[config.mk]
export PLATFORM = sky130hd
export DESIGN_NAME = uart_rx_sched_flat
export DESIGN_NICKNAME = d
export VERILOG_FILES = /design/src/rtl/uart_pkg.sv /design/src/rtl/uart_rx_sched_if.sv /design/src/rtl/uart_sync_fifo.sv /design/src/rtl/uart_rx_sched.sv /design/src/flat_wrapper.sv
export SDC_FILE = /design/constraint.sdc
export NUM_CORES = 1
export LEC_CHECK = 0
export BUFFER_PORTS_ARGS = -buffer_cell sky130_fd_sc_hd__buf_2
export CAP_MARGIN = 0
export CORE_MARGIN = 4
export CORE_UTILIZATION = 25
export DETAILED_ROUTE_END_ITERATION = 10
export PLACE_DENSITY = 0.38
export SYNTH_ARGS = -nofsm -noshare
export SYNTH_HDL_FRONTEND = slang
export SYNTH_SLANG_ARGS = --single-unit
[constraint.sdc]
create_clock -name clk -period 2.74 [get_ports clk]
set_input_delay 0.274 -clock clk [delete_from_list [all_inputs] [get_ports clk]]
set_output_delay 0.274 -clock clk [all_outputs]
set_load 0.1 [all_outputs]
[src/rtl/uart_pkg.sv]
// uart_pkg
// Shared types and helpers for the UART receive sequencing controller.
//   rx_sched_state_t : controller FSM state, 3-bit encoding
//   DATA_W           : width of a received frame
//   data_mask(num)   : keep-mask for a frame of (num+1) bits, LSB-aligned
package uart_pkg;

    localparam int DATA_W = 16;

    typedef enum logic [2:0] {
        OFF   = 3'd0,
        ARM   = 3'd1,
        RECV  = 3'd2,
        STORE = 3'd3,
        HOLD  = 3'd4
    } rx_sched_state_t;

    // Built in 17 bits so that num=15 yields an all-ones 16-bit mask.
    function automatic logic [DATA_W-1:0] data_mask(input logic [3:0] num);
        logic [DATA_W:0] m;
        m = (17'd1 << ({1'b0, num} + 5'd1)) - 17'd1;
        return m[DATA_W-1:0];
    endfunction

endpackage

[src/rtl/uart_rx_sched_if.sv]
// uart_rx_sched_if
// Bundles the receiver-side and consumer-side handshakes of the controller.
//   rx_en    : controller -> receiver, arm for the next frame
//   rx_busy  : receiver -> controller, frame in progress
//   rx_done  : receiver -> controller, one-cycle frame-complete pulse
//   rx_data  : receiver -> controller, frame, LSB-aligned
//   rx_err   : receiver -> controller, parity error for this frame
//   rd_valid : controller -> consumer, FIFO head valid
//   rd_ready : consumer -> controller, head accepted
//   rd_data  : controller -> consumer, masked head frame
//   rd_err   : controller -> consumer, head parity-error tag
// Modport master is the controller side, slave is the environment side.
interface uart_rx_sched_if;
    import uart_pkg::*;

    logic              rx_en;
    logic              rx_busy;
    logic              rx_done;
    logic [DATA_W-1:0] rx_data;
    logic              rx_err;
    logic              rd_valid;
    logic              rd_ready;
    logic [DATA_W-1:0] rd_data;
    logic              rd_err;

    modport master (
        output rx_en, rd_valid, rd_data, rd_err,
        input  rx_busy, rx_done, rx_data, rx_err, rd_ready
    );

    modport slave (
        input  rx_en, rd_valid, rd_data, rd_err,
        output rx_busy, rx_done, rx_data, rx_err, rd_ready
    );

endinterface

[src/rtl/uart_sync_fifo.sv]
// uart_sync_fifo
// Single-clock FIFO with registered occupancy and a synchronous flush.
//   clk, rstn : clock, asynchronous active-low reset
//   flush_i   : empties the FIFO on the next edge (wins over push/pop)
//   push_i    : write din_i; accepted when not full or when popping
//   din_i     : entry to write
//   pop_i     : remove head; ignored when empty
//   dout_o    : current head entry (register contents)
//   full_o    : level == DEPTH
//   empty_o   : level == 0
//   level_o   : registered occupancy, 0..DEPTH
module uart_sync_fifo #(
    parameter int  DEPTH = 8,
    parameter int  W     = 17,
    localparam int AW    = $clog2(DEPTH)
) (
    input  logic          clk,
    input  logic          rstn,
    input  logic          flush_i,
    input  logic          push_i,
    input  logic [W-1:0]  din_i,
    input  logic          pop_i,
    output logic [W-1:0]  dout_o,
    output logic          full_o,
    output logic          empty_o,
    output logic [AW:0]   level_o
);

    localparam logic [AW:0] FULL_LVL = (AW+1)'(DEPTH);

    logic [W-1:0]  mem_q [DEPTH];
    logic [AW-1:0] wptr_q;
    logic [AW-1:0] rptr_q;
    logic [AW:0]   level_q;
    logic          doPush;
    logic          doPop;

    assign full_o  = (level_q == FULL_LVL);
    assign empty_o = (level_q == '0);
    assign level_o = level_q;
    assign dout_o  = mem_q[rptr_q];

    // A pop in the same cycle frees a slot, so a push on a full FIFO still lands.
    assign doPop  = pop_i & ~empty_o;
    assign doPush = push_i & (~full_o | doPop);

    // Pointers are AW bits wide, so they wrap modulo DEPTH on their own.
    always_ff @(posedge clk or negedge rstn) begin
        if (!rstn) begin
            wptr_q  <= '0;
            rptr_q  <= '0;
            level_q <= '0;
            for (int i = 0; i < DEPTH; i++) begin
                mem_q[i] <= '0;
            end
        end else if (flush_i) begin
            wptr_q  <= '0;
            rptr_q  <= '0;
            level_q <= '0;
        end else begin
            if (doPush) begin
                mem_q[wptr_q] <= din_i;
                wptr_q        <= wptr_q + AW'(1);
            end
            if (doPop) begin
                rptr_q <= rptr_q + AW'(1);
            end
            level_q <= level_q + {{AW{1'b0}}, doPush} - {{AW{1'b0}}, doPop};
        end
    end

endmodule

[src/rtl/uart_rx_sched.sv]
// uart_rx_sched
// Sequencing controller for the UART receive datapath: arms the receiver,
// captures and masks each completed frame, tags it with its parity status,
// buffers it in a FIFO and presents it over a valid/ready handshake.
//   clk, rstn      : clock, asynchronous active-low reset
//   cfg_en         : enable; 0 forces OFF and flushes the FIFO
//   cfg_data_num   : frame width minus one
//   cfg_block_full : 1 = hold the receiver while full, 0 = drop newest on full
//   cfg_thresh     : irq level threshold (0 behaves as 1)
//   cfg_timeout    : idle cycles before timeout irq (optional feature)
//   clr_flags      : pulse, clears sticky flags (a coincident set wins)
//   bus            : receiver and consumer handshakes (master modport)
//   level          : FIFO occupancy
//   ovf_flag       : sticky, a frame was dropped
//   err_flag       : sticky, an errored frame was stored
//   irq            : registered level/overflow/timeout interrupt
//   state_o        : FSM state for debug
// Optional feature macro: UART_RX_TIMEOUT_EN (idle timeout counter and flag).
module uart_rx_sched
    import uart_pkg::*;
#(
    parameter int  DEPTH = 8,
    parameter int  TO_W  = 16,
    localparam int AW    = $clog2(DEPTH)
) (
    input  logic                 clk,
    input  logic                 rstn,
    input  logic                 cfg_en,
    input  logic [3:0]           cfg_data_num,
    input  logic                 cfg_block_full,
    input  logic [AW:0]          cfg_thresh,
    input  logic [TO_W-1:0]      cfg_timeout,
    input  logic                 clr_flags,
    uart_rx_sched_if.master      bus,
    output logic [AW:0]          level,
    output logic                 ovf_flag,
    output logic                 err_flag,
    output logic                 irq,
    output logic [2:0]           state_o
);

    localparam logic [AW:0] FULL_LVL = (AW+1)'(DEPTH);

    rx_sched_state_t   state_q, state_d;
    logic [DATA_W-1:0] capData_q;
    logic              capErr_q;
    logic              ovf_q, ovf_d;
    logic              err_q, err_d;
    logic              irq_q, irq_d;

    logic              flush;
    logic              push;
    logic              pop;
    logic              pushOk;
    logic [AW:0]       levelAfter;
    logic [AW:0]       thrEff;
    logic              toTerm;
    logic              fifoFull;
    logic              fifoEmpty;
    logic [AW:0]       fifoLevel;
    logic [DATA_W:0]   fifoDout;

    assign flush  = ~cfg_en;
    assign push   = (state_q == STORE) & cfg_en;
    assign pop    = bus.rd_valid & bus.rd_ready;
    assign pushOk = push & (~fifoFull | pop);

    // Occupancy after this edge, so STORE can decide on HOLD using the "now full" level.
    assign levelAfter = fifoLevel + {{AW{1'b0}}, pushOk} - {{AW{1'b0}}, pop};

    uart_sync_fifo #(
        .DEPTH (DEPTH),
        .W     (DATA_W + 1)
    ) u_fifo (
        .clk     (clk),
        .rstn    (rstn),
        .flush_i (flush),
        .push_i  (push),
        .din_i   ({capErr_q, capData_q}),
        .pop_i   (pop),
        .dout_o  (fifoDout),
        .full_o  (fifoFull),
        .empty_o (fifoEmpty),
        .level_o (fifoLevel)
    );

    always_ff @(posedge clk or negedge rstn) begin
        if (!rstn) begin
            state_q <= OFF;
        end else begin
            state_q <= state_d;
        end
    end

    always_comb begin
        state_d = state_q;
        if (!cfg_en) begin
            state_d = OFF;
        end else begin
            case (state_q)
                OFF:     state_d = ARM;
                ARM:     if (bus.rx_busy) state_d = RECV;
                RECV:    if (bus.rx_done) state_d = STORE;
                STORE:   state_d = (cfg_block_full && (levelAfter == FULL_LVL)) ? HOLD : ARM;
                HOLD:    if (fifoLevel < FULL_LVL) state_d = ARM;
                default: state_d = OFF;
            endcase
        end
    end

    always_comb begin
        bus.rx_en = (state_q == ARM) || (state_q == RECV);
        state_o   = state_q;
    end

    // rx_done is only meaningful while RECV; elsewhere it is ignored.
    always_ff @(posedge clk or negedge rstn) begin
        if (!rstn) begin
            capData_q <= '0;
            capErr_q  <= 1'b0;
        end else if ((state_q == RECV) && bus.rx_done && cfg_en) begin
            capData_q <= bus.rx_data & data_mask(cfg_data_num);
            capErr_q  <= bus.rx_err;
        end
    end

`ifdef UART_RX_TIMEOUT_EN
    logic [TO_W-1:0] idle_q, idle_d;
    logic            to_q, to_d;

    // Idle counter restarts on any FIFO traffic and saturates at all-ones.
    always_comb begin
        idle_d = idle_q;
        if (flush || pushOk || pop || (fifoLevel == '0)) begin
            idle_d = '0;
        end else if (idle_q != '1) begin
            idle_d = idle_q + TO_W'(1);
        end
        to_d = ((cfg_timeout != '0) && (idle_q == cfg_timeout)) | (to_q & ~clr_flags);
    end

    always_ff @(posedge clk or negedge rstn) begin
        if (!rstn) begin
            idle_q <= '0;
            to_q   <= 1'b0;
        end else begin
            idle_q <= idle_d;
            to_q   <= to_d;
        end
    end

    assign toTerm = to_q;
`else
    logic unusedTimeout;
    assign unusedTimeout = ^cfg_timeout;
    assign toTerm        = 1'b0;
`endif

    // A dropped frame only sets overflow; set beats a coincident clear.
    always_comb begin
        thrEff = (cfg_thresh == '0) ? (AW+1)'(1) : cfg_thresh;
        ovf_d  = (push & ~pushOk) | (ovf_q & ~clr_flags);
        err_d  = (pushOk & capErr_q) | (err_q & ~clr_flags);
        irq_d  = (fifoLevel >= thrEff) | ovf_q | toTerm;
    end

    always_ff @(posedge clk or negedge rstn) begin
        if (!rstn) begin
            ovf_q <= 1'b0;
            err_q <= 1'b0;
            irq_q <= 1'b0;
        end else begin
            ovf_q <= ovf_d;
            err_q <= err_d;
            irq_q <= irq_d;
        end
    end

    assign bus.rd_valid = ~fifoEmpty;
    assign bus.rd_data  = fifoDout[DATA_W-1:0];
    assign bus.rd_err   = fifoDout[DATA_W];
    assign level        = fifoLevel;
    assign ovf_flag     = ovf_q;
    assign err_flag     = err_q;
    assign irq          = irq_q;

endmodule

[src/flat_wrapper.sv]
// flat-port wrapper written by rule: the top's interface ports become plain ports
module uart_rx_sched_flat import uart_pkg::*;
#(
    parameter int  DEPTH = 8,
    parameter int  TO_W  = 16,
    localparam int AW    = $clog2(DEPTH)
)
  (clk, rstn, cfg_en, cfg_data_num, cfg_block_full, cfg_thresh, cfg_timeout, clr_flags, level, ovf_flag, err_flag, irq, state_o, bus_rx_en, bus_rd_valid, bus_rd_data, bus_rd_err, bus_rx_busy, bus_rx_done, bus_rx_data, bus_rx_err, bus_rd_ready);
  uart_rx_sched_if bus_i ();
  input  logic clk;
  input  logic rstn;
  input  logic cfg_en;
  input  logic [3:0] cfg_data_num;
  input  logic cfg_block_full;
  input  logic [AW:0] cfg_thresh;
  input  logic [TO_W-1:0] cfg_timeout;
  input  logic clr_flags;
  output logic [AW:0] level;
  output logic ovf_flag;
  output logic err_flag;
  output logic irq;
  output logic [2:0] state_o;
  output wire logic [$bits(bus_i.rx_en)-1:0] bus_rx_en;
  output wire logic [$bits(bus_i.rd_valid)-1:0] bus_rd_valid;
  output wire logic [$bits(bus_i.rd_data)-1:0] bus_rd_data;
  output wire logic [$bits(bus_i.rd_err)-1:0] bus_rd_err;
  input wire logic [$bits(bus_i.rx_busy)-1:0] bus_rx_busy;
  input wire logic [$bits(bus_i.rx_done)-1:0] bus_rx_done;
  input wire logic [$bits(bus_i.rx_data)-1:0] bus_rx_data;
  input wire logic [$bits(bus_i.rx_err)-1:0] bus_rx_err;
  input wire logic [$bits(bus_i.rd_ready)-1:0] bus_rd_ready;
  assign bus_rx_en = bus_i.rx_en;
  assign bus_rd_valid = bus_i.rd_valid;
  assign bus_rd_data = bus_i.rd_data;
  assign bus_rd_err = bus_i.rd_err;
  assign bus_i.rx_busy = bus_rx_busy;
  assign bus_i.rx_done = bus_rx_done;
  assign bus_i.rx_data = bus_rx_data;
  assign bus_i.rx_err = bus_rx_err;
  assign bus_i.rd_ready = bus_rd_ready;
  uart_rx_sched #(.DEPTH(DEPTH), .TO_W(TO_W)) u_core (.clk(clk), .rstn(rstn), .cfg_en(cfg_en), .cfg_data_num(cfg_data_num), .cfg_block_full(cfg_block_full), .cfg_thresh(cfg_thresh), .cfg_timeout(cfg_timeout), .clr_flags(clr_flags), .bus(bus_i), .level(level), .ovf_flag(ovf_flag), .err_flag(err_flag), .irq(irq), .state_o(state_o));
endmodule
After elaboration in Yosys (flattened, before gate mapping)

Cells that the tools add are included.

Register bits: 169

$add $sub $neg: 8
$lt $le $gt $ge: 5
Equality and inequality tests: 11
Shift-type cells: 1
Multiplexer cells: 18
Bitwise operators: 21
Reduce and logical (&&, ||, !) cells: 10

Operators with widths:

| operator                                                             | number |
|---|---|
| 136-bit bitwise mux                                                  | 1 |
| 17-bit binary-select mux with 3-bit select                           | 1 |
| 17-bit demux with 3-bit select                                       | 1 |
| 17-bit 2-to-1 mux                                                    | 3 |
| 3-bit 2-to-1 mux                                                     | 9 |
| 16-bit AND                                                           | 1 |
| 1-bit by 5-bit left shift with 16-bit output, first input constant   | 1 |
| 16-bit by 1-bit subtractor with 16-bit output, second input constant | 1 |
| 3-bit one-hot mux with 5 select lines                                | 1 |
| 1-bit AND                                                            | 9 |
| 4-bit by 1-bit adder with 4-bit output                               | 2 |
| 4-bit == test, second input constant                                 | 2 |
| 4-bit >= comparator, second input constant                           | 2 |
| 4-bit logical NOT                                                    | 2 |
| 4-bit 2-to-1 mux                                                     | 2 |
| 3-bit inverter with 4-bit output                                     | 2 |
| 4-bit by 1-bit subtractor with 4-bit output                          | 2 |
| 3-bit by 1-bit adder with 3-bit output, second input constant        | 2 |
| 3-bit by 2-bit == test with 1-bit output, second input constant      | 2 |
| 3-bit != test, second input constant                                 | 2 |
| 4-bit by 1-bit adder with 5-bit output, second input constant        | 1 |
| 1-bit OR                                                             | 5 |
| 4-bit >= comparator                                                  | 1 |
| 1-bit logical AND                                                    | 4 |
| other kinds (11)                                                     | 15 |

Logic depth before layout (Yosys ltp)

Depth in word-level cells: 12
Depth in mapped cells: 14
Gate-level depth less buffers: 13

Hierarchy

A second synthesis with hierarchy kept.

Cells, all modules: 604
Area, all modules: 8488.1 um^2

By module, submodules not included:

| module         | times used | cells an instance | area each (um^2) |
|---|---|---|---|
| uart_sync_fifo | 1          | 426               | 6952.9 |
| uart_rx_sched  | 1          | 178               | 1535.2 |

Worst setup path after synthesis

Ideal clock, no wire load.

Path kind: reg2reg
From: register u_core.u_fifo.level_q[2], in the netlist u_core.u_fifo.level_o[2]
To: register u_core.state_q[0], in the netlist u_core.state_o[0]
Arrival: 3.948 ns
Path slack: -1.330 ns
Cell stages (with the launch flop): 15
Period minus slack after synthesis: 4.070 ns
Cell sequence: dfrtp_1 -> inv_1 -> ha_1 -> or3b_1 -> and2_1 -> clkbuf_1 -> nand2_1 -> o21ai_0 -> ha_1 -> inv_1 -> fa_1 -> xnor2_1 -> nor3_1 -> o21ai_0 -> a32o_1

Word-level cells in the longest chain between the ends: 12
Elaborated cells between the ends (all ways): 17
Those cells by class: add/sub: 2; order compare: 1; eq/ne: 3; mux: 3; bitwise: 5; reduce/logical: 3

RTL lines:

| item                                          | RTL line             | text |
|---|---|---|
| start, declared                               | uart_sync_fifo.sv:34 | `logic [AW:0] level_q;` |
| start signal, assigned                        | uart_sync_fifo.sv:68 | `level_q <= level_q + {{AW{1'b0}}, doPush} - {{AW{1'b0}}, doPop};` |
| 4-bit logical NOT *                           | uart_sync_fifo.sv:39 | `assign empty_o = (level_q == '0);` |
| 1-bit inverter *                              | uart_rx_sched.sv:179 | `assign bus.rd_valid = ~fifoEmpty;` |
| via bus_rd_valid                              | flat_wrapper.sv:24   | `output wire logic [$bits(bus_i.rd_valid)-1:0] bus_rd_valid;` |
| 1-bit AND *                                   | uart_rx_sched.sv:65  | `assign pop = bus.rd_valid & bus.rd_ready;` |
| 1-bit OR                                      | uart_rx_sched.sv:66  | `assign pushOk = push & (~fifoFull \| pop);` |
| 1-bit AND                                     | uart_rx_sched.sv:66  |  |
| 4-bit by 1-bit adder with 4-bit output        | uart_rx_sched.sv:69  | `assign levelAfter = fifoLevel + {{AW{1'b0}}, pushOk} - {{AW{1'b0}}, pop};` |
| 4-bit by 1-bit subtractor with 4-bit output * | uart_rx_sched.sv:69  |  |
| 4-bit == test *                               | uart_rx_sched.sv:104 | `STORE: state_d = (cfg_block_full && (levelAfter == FULL_LVL)) ? HOLD : ARM;` |
| 1-bit logical AND *                           | uart_rx_sched.sv:104 |  |
| 3-bit 2-to-1 mux *                            | uart_rx_sched.sv:104 |  |
| 3-bit one-hot mux with 5 select lines *       | uart_rx_sched.sv:100 | `case (state_q)` |
| 3-bit 2-to-1 mux *                            | uart_rx_sched.sv:97  | `if (!cfg_en) begin` |
| end signal, assigned                          | uart_rx_sched.sv:91  | `state_q <= state_d;` |
| end, declared                                 | uart_rx_sched.sv:44  | `rx_sched_state_t state_q, state_d;` |

The timed path passes the listed nets; every way through them passes the cells marked *.
A chain may end at the register's enable or synchronous reset.

Worst setup path after layout

From: register u_core.u_fifo.level_q[2], in the netlist u_core.u_fifo.level_o[2]
To: register u_core.state_q[0], in the netlist u_core.state_o[0]

Word-level cells in the longest chain between the ends: 12
Elaborated cells between the ends (all ways): 17
Those cells by class: add/sub: 2; order compare: 1; eq/ne: 3; mux: 3; bitwise: 5; reduce/logical: 3

RTL lines:

| item                                        | RTL line |
|---|---|
| 4-bit logical NOT                           | uart_sync_fifo.sv:39 |
| 1-bit inverter                              | uart_rx_sched.sv:179 |
| 1-bit AND                                   | uart_rx_sched.sv:65 |
| 1-bit OR                                    | uart_rx_sched.sv:66 |
| 1-bit AND                                   | uart_rx_sched.sv:66 |
| 4-bit by 1-bit adder with 4-bit output      | uart_rx_sched.sv:69 |
| 4-bit by 1-bit subtractor with 4-bit output | uart_rx_sched.sv:69 |
| 4-bit == test                               | uart_rx_sched.sv:104 |
| 1-bit logical AND                           | uart_rx_sched.sv:104 |
| 3-bit 2-to-1 mux                            | uart_rx_sched.sv:104 |
| 3-bit one-hot mux with 5 select lines       | uart_rx_sched.sv:100 |
| 3-bit 2-to-1 mux                            | uart_rx_sched.sv:97 |

Parallel ways exist; a longest one is shown, timed or not.

==> impl_metrics.yaml <==
outcome:
  status: "finished, final reports clean"
timing:
  finalMaxSlewViolations: 0
  timing.slew.headroom_pct: 60.0
  rsz_0062_raised_after_global_routing: "yes"
  finalClockSkew_ps: 12.3
  tightestPinTransition_ps: 600
  fmax_ghz: 0.369
  hold_viol: 0
  post-route-min-period_ps: 2710
  finalSetupViolCount: 0
  final.period_utilization_pct: 98.8
synth:
  synth_cells: 565
  synth_area_per_cell_um2: 14.3
  ys_seq_elements: 169
  postSynth.topFlopCell: "dfrtp_1"
  synth_warnings: 0
  synth_enable_flop_cells: 0
  synth_async_sr_flop_share_pct: 100
  yosys.cell_types.count: 55
  netlist_area_um2: 8110
  post_synthesis_net_count: 631
  synth.yosys.seq_area_share_pct: 52.2
layout:
  antennaDiodeCount: 0
  layout.cell_area.non_filler_um2: 9800
  final_nets: 706
  layout-drive-gt1-share_pct: 49.6
  layout-area-overhead-vs-synth_pct: 20.9
  postLayoutCoreUtil_pct: 30.8
clocking:
  clkSlewWorstSetupHoldPaths_ps: 70
  cts_max_level: 4
  maximum_root_to_sink_buffer_count: 2
  worst_skew_pair.late_latency_ps: 430
  numClockSinks: 169
  cts_made_buffers: 17
  cts_root_buf: "clkbuf_16"
  cts_tree: "built"
placement:
  hpwlAfterDp_um: 12900
  portBuffers: 61
  gpl.final_weighted_congestion: 0.741
  placedInstanceArea_um2: 9160
floorplan:
  die_w_um: 188
  fp-row-count: 65
  io_pins: 78
  die-area_um2: 35400
  core_area_um2: 31800
  start_util_pct: 25.5
  die-height_um: 188
drt:
  routed_via_density: 4.49
  dr_total_vias: 4883
  routed_wirelength_um: 20100
  detailedRoute.firstIterationViolations: 179
  detail-route-antenna-nets: 0
  avgRoutedWirePerCell_um: 18.5
  drtPass1Iterations: 4
  detail_route.drc_violations: 0
worst_setup_path:
  cell_chain_critical_path: "inv_4 > ha_4 > or3b_4 > and2_4 > o21ai_2 > ha_2 > inv_2 > fa_1 > nand2_1 > nor3_2 > o21ai_2 > a32o_1"
  endpoint_kind: "register"
  crit_path_top_delay_cell: "dfrtp_4"
  worst_ep_required_time_ps: 3050
  critPathMaxFanout: 2
  critPathMaxStageDelay_ps: 490
  worstSetupPathType: "register to register"
  crit_path_frequent_cell: "o21ai_2"
  critical_path.startpoint_type: "register"
  cp.arrival_ps: 3020
global_route:
  largest_net_degree_at_the_start_of_global_routing: 101
  first_global_vias: 5418
  groute.usage.overall_pct: 11.8
  global_route.overflow_total: 0
  grt_antenna_before_repair: 0
  grt_pass1_wl_um: 32400
power_and_ir_drop:
  power_leakage_nw: 4.58
  pwr_density_cell_nw_per_um2: 753
  vdd_drop_max_mv: 0.394
hold_path:
  hold_path.class: "input pin to register"
job:
  cap_viol_max_count: 0
## cell families after synthesis
logic type | after synthesis | synth area share [%]
mux | 191 | 31.2
flops | 169 | 52.2
simple gates | 77 | 6.11
buf+inv | 53 | 2.93
compound gates | 51 | 4.06
fa+ha+maj | 17 | 2.81
xor+xnor | 6 | 0.648
other cells | 1 | 0.0463
## cells in the mapped netlist, types with 3 or more instances
| cell | count | area, um2 |
|---|---|---|
| xnor2_1 | 3 | 26.3 |
| mux2_2 | 139 | 1570 |
| nand2_1 | 25 | 93.8 |
| buf_6 | 3 | 33.8 |
| mux4_2 | 34 | 766 |
| nor2_1 | 7 | 26.3 |
| clkbuf_1 | 23 | 86.3 |
| o21ai_0 | 22 | 110 |
| mux2_1 | 16 | 180 |
| and2_1 | 8 | 50.1 |
| a21oi_1 | 9 | 45.0 |
| buf_2 | 8 | 40.0 |
| nor4b_4 | 3 | 71.3 |
| nor2b_1 | 5 | 31.3 |
| nand3_1 | 7 | 35.0 |
| nand4_1 | 4 | 25.0 |
| a21o_1 | 3 | 22.5 |
| nand2b_1 | 3 | 18.8 |
| dfrtp_1 | 169 | 4230 |
| ha_1 | 15 | 188 |
| xor2_1 | 3 | 26.3 |
| inv_1 | 16 | 60.1 |
## report_power, final
| group | switching, mW | internal [mW] |
|---|---|---|
| Combinational | 1.43 | 0.767 |
| Clock | 1.07 | 1.27 |
| Sequential | 0.201 | 2.65 |
| Total | 2.69 | 4.69 |
## critical path, delay by kind of cell (launching register included)
family | cells | cell delay [ps]
AOI/OAI and AO/OA | 3 | 450
adders and majority gates | 3 | 800
DFF | 1 | 490
buffers and inverters | 2 | 110
and+or+nand+nor | 4 | 750
## worst paths after layout
kind                                     startpoint                  endpoint  slack [ps]  cells past startpoint
max in group asynchronous                      rstn   u_core.u_fifo.mem_q[86]        1580                      3
min reg2reg                 u_core.u_fifo.mem_q[91]   u_core.u_fifo.mem_q[91]         490                      1
max                        u_core.u_fifo.level_o[2]         u_core.state_o[0]          30                     12
min                                       clr_flags           u_core.ovf_flag          60                      2
max reg2reg                u_core.u_fifo.level_o[2]         u_core.state_o[0]          30                     12
min in group asynchronous                      rstn  u_core.u_fifo.level_o[3]         290                      2
## what timing repair did
| item | 4_1_cts | 5_1_grt |
|---|---|---|
| buffers inserted | 2 | 0 |
| pin swaps | 4 | 0 |
| endpoints found under the setup margin | 1 | 3 |
| cloned | 0 | 0 |
| hold buffers | 1 | 0 |
| hold endpoints to repair | 26 | 0 |
| resized for setup | 11 | 3 |
## layout by cell type (no fill, tap or decap), types with 3 or more instances in the layout
master / instances
ha_1: 12
nor4b_4: 3
dfrtp_1: 163
clkinv_4: 3
inv_6: 4
nand2b_1: 3
o21ai_0: 20
dfrtp_2: 4
mux4_2: 34
nor2b_1: 5
inv_1: 13
mux2_2: 139
nand4_1: 4
buf_2: 60
buf_4: 18
a21o_1: 3
and2_1: 7
clkinvlp_4: 4
a21oi_1: 9
xnor2_1: 3
clkbuf_16: 17
nor2_1: 7
xor2_1: 3
buf_12: 11
nand2_1: 24
mux2_1: 16
nand3_1: 7
## cell type report
cell class / count / area (um2)
tap: 435 / 544
inverter: 17 / 68.8
sequential: 169 / 4240
clock buffer: 18 / 429
clock inverter: 14 / 138
multi-input combinational: 343 / 3690
timing repair buffer: 92 / 688
fill: 3206 / 22000
## registers in the layout (all words and copies together) (netlist names)
signal,flops
u_core.u_fifo.mem_q,136
u_core.capData_q,16
u_core.u_fifo.level_o,4
u_core.state_o,3
u_core.u_fifo.rptr_q,3
u_core.u_fifo.wptr_q,3
u_core.capErr_q,1
u_core.err_flag,1
u_core.irq,1
u_core.ovf_flag,1
## stage by stage
| step | worst slack (ps) | cells | power (mW) | hold slack (ps) | TNS (ps) |
|---|---|---|---|---|---|
| finish | 32.9 | 1088 | 7.38 | 56.1 | 0 |
| global route | -124 | 1088 | 7.76 | 36.4 | -204 |
| CTS | -7.44 | 1088 | 7.49 | 46.9 | -7.44 |
| detailed placement | -39.6 | 1053 | 5.05 | 180 | -39.6 |
| global placement | -3.76 | 1053 | 5.02 | 173 | -3.76 |
| floorplan | -420 | 565 | 4.43 | -21.6 | -1870 |
## per-layer routing
metal | routed length (um) | track usage (%) | vias up | part of all wire [%]
met5 | 0 | 0 | - | 0
met4 | 162 | 2.46 | 0 | 0.80
met3 | 511 | 2.20 | 11 | 2.5
met2 | 9570 | 19.1 | 66 | 48
met1 | 9890 | 16.7 | 2585 | 49
li1 | - | - | 2221 | -
Note: power is estimated with default switching activity, not from simulation.
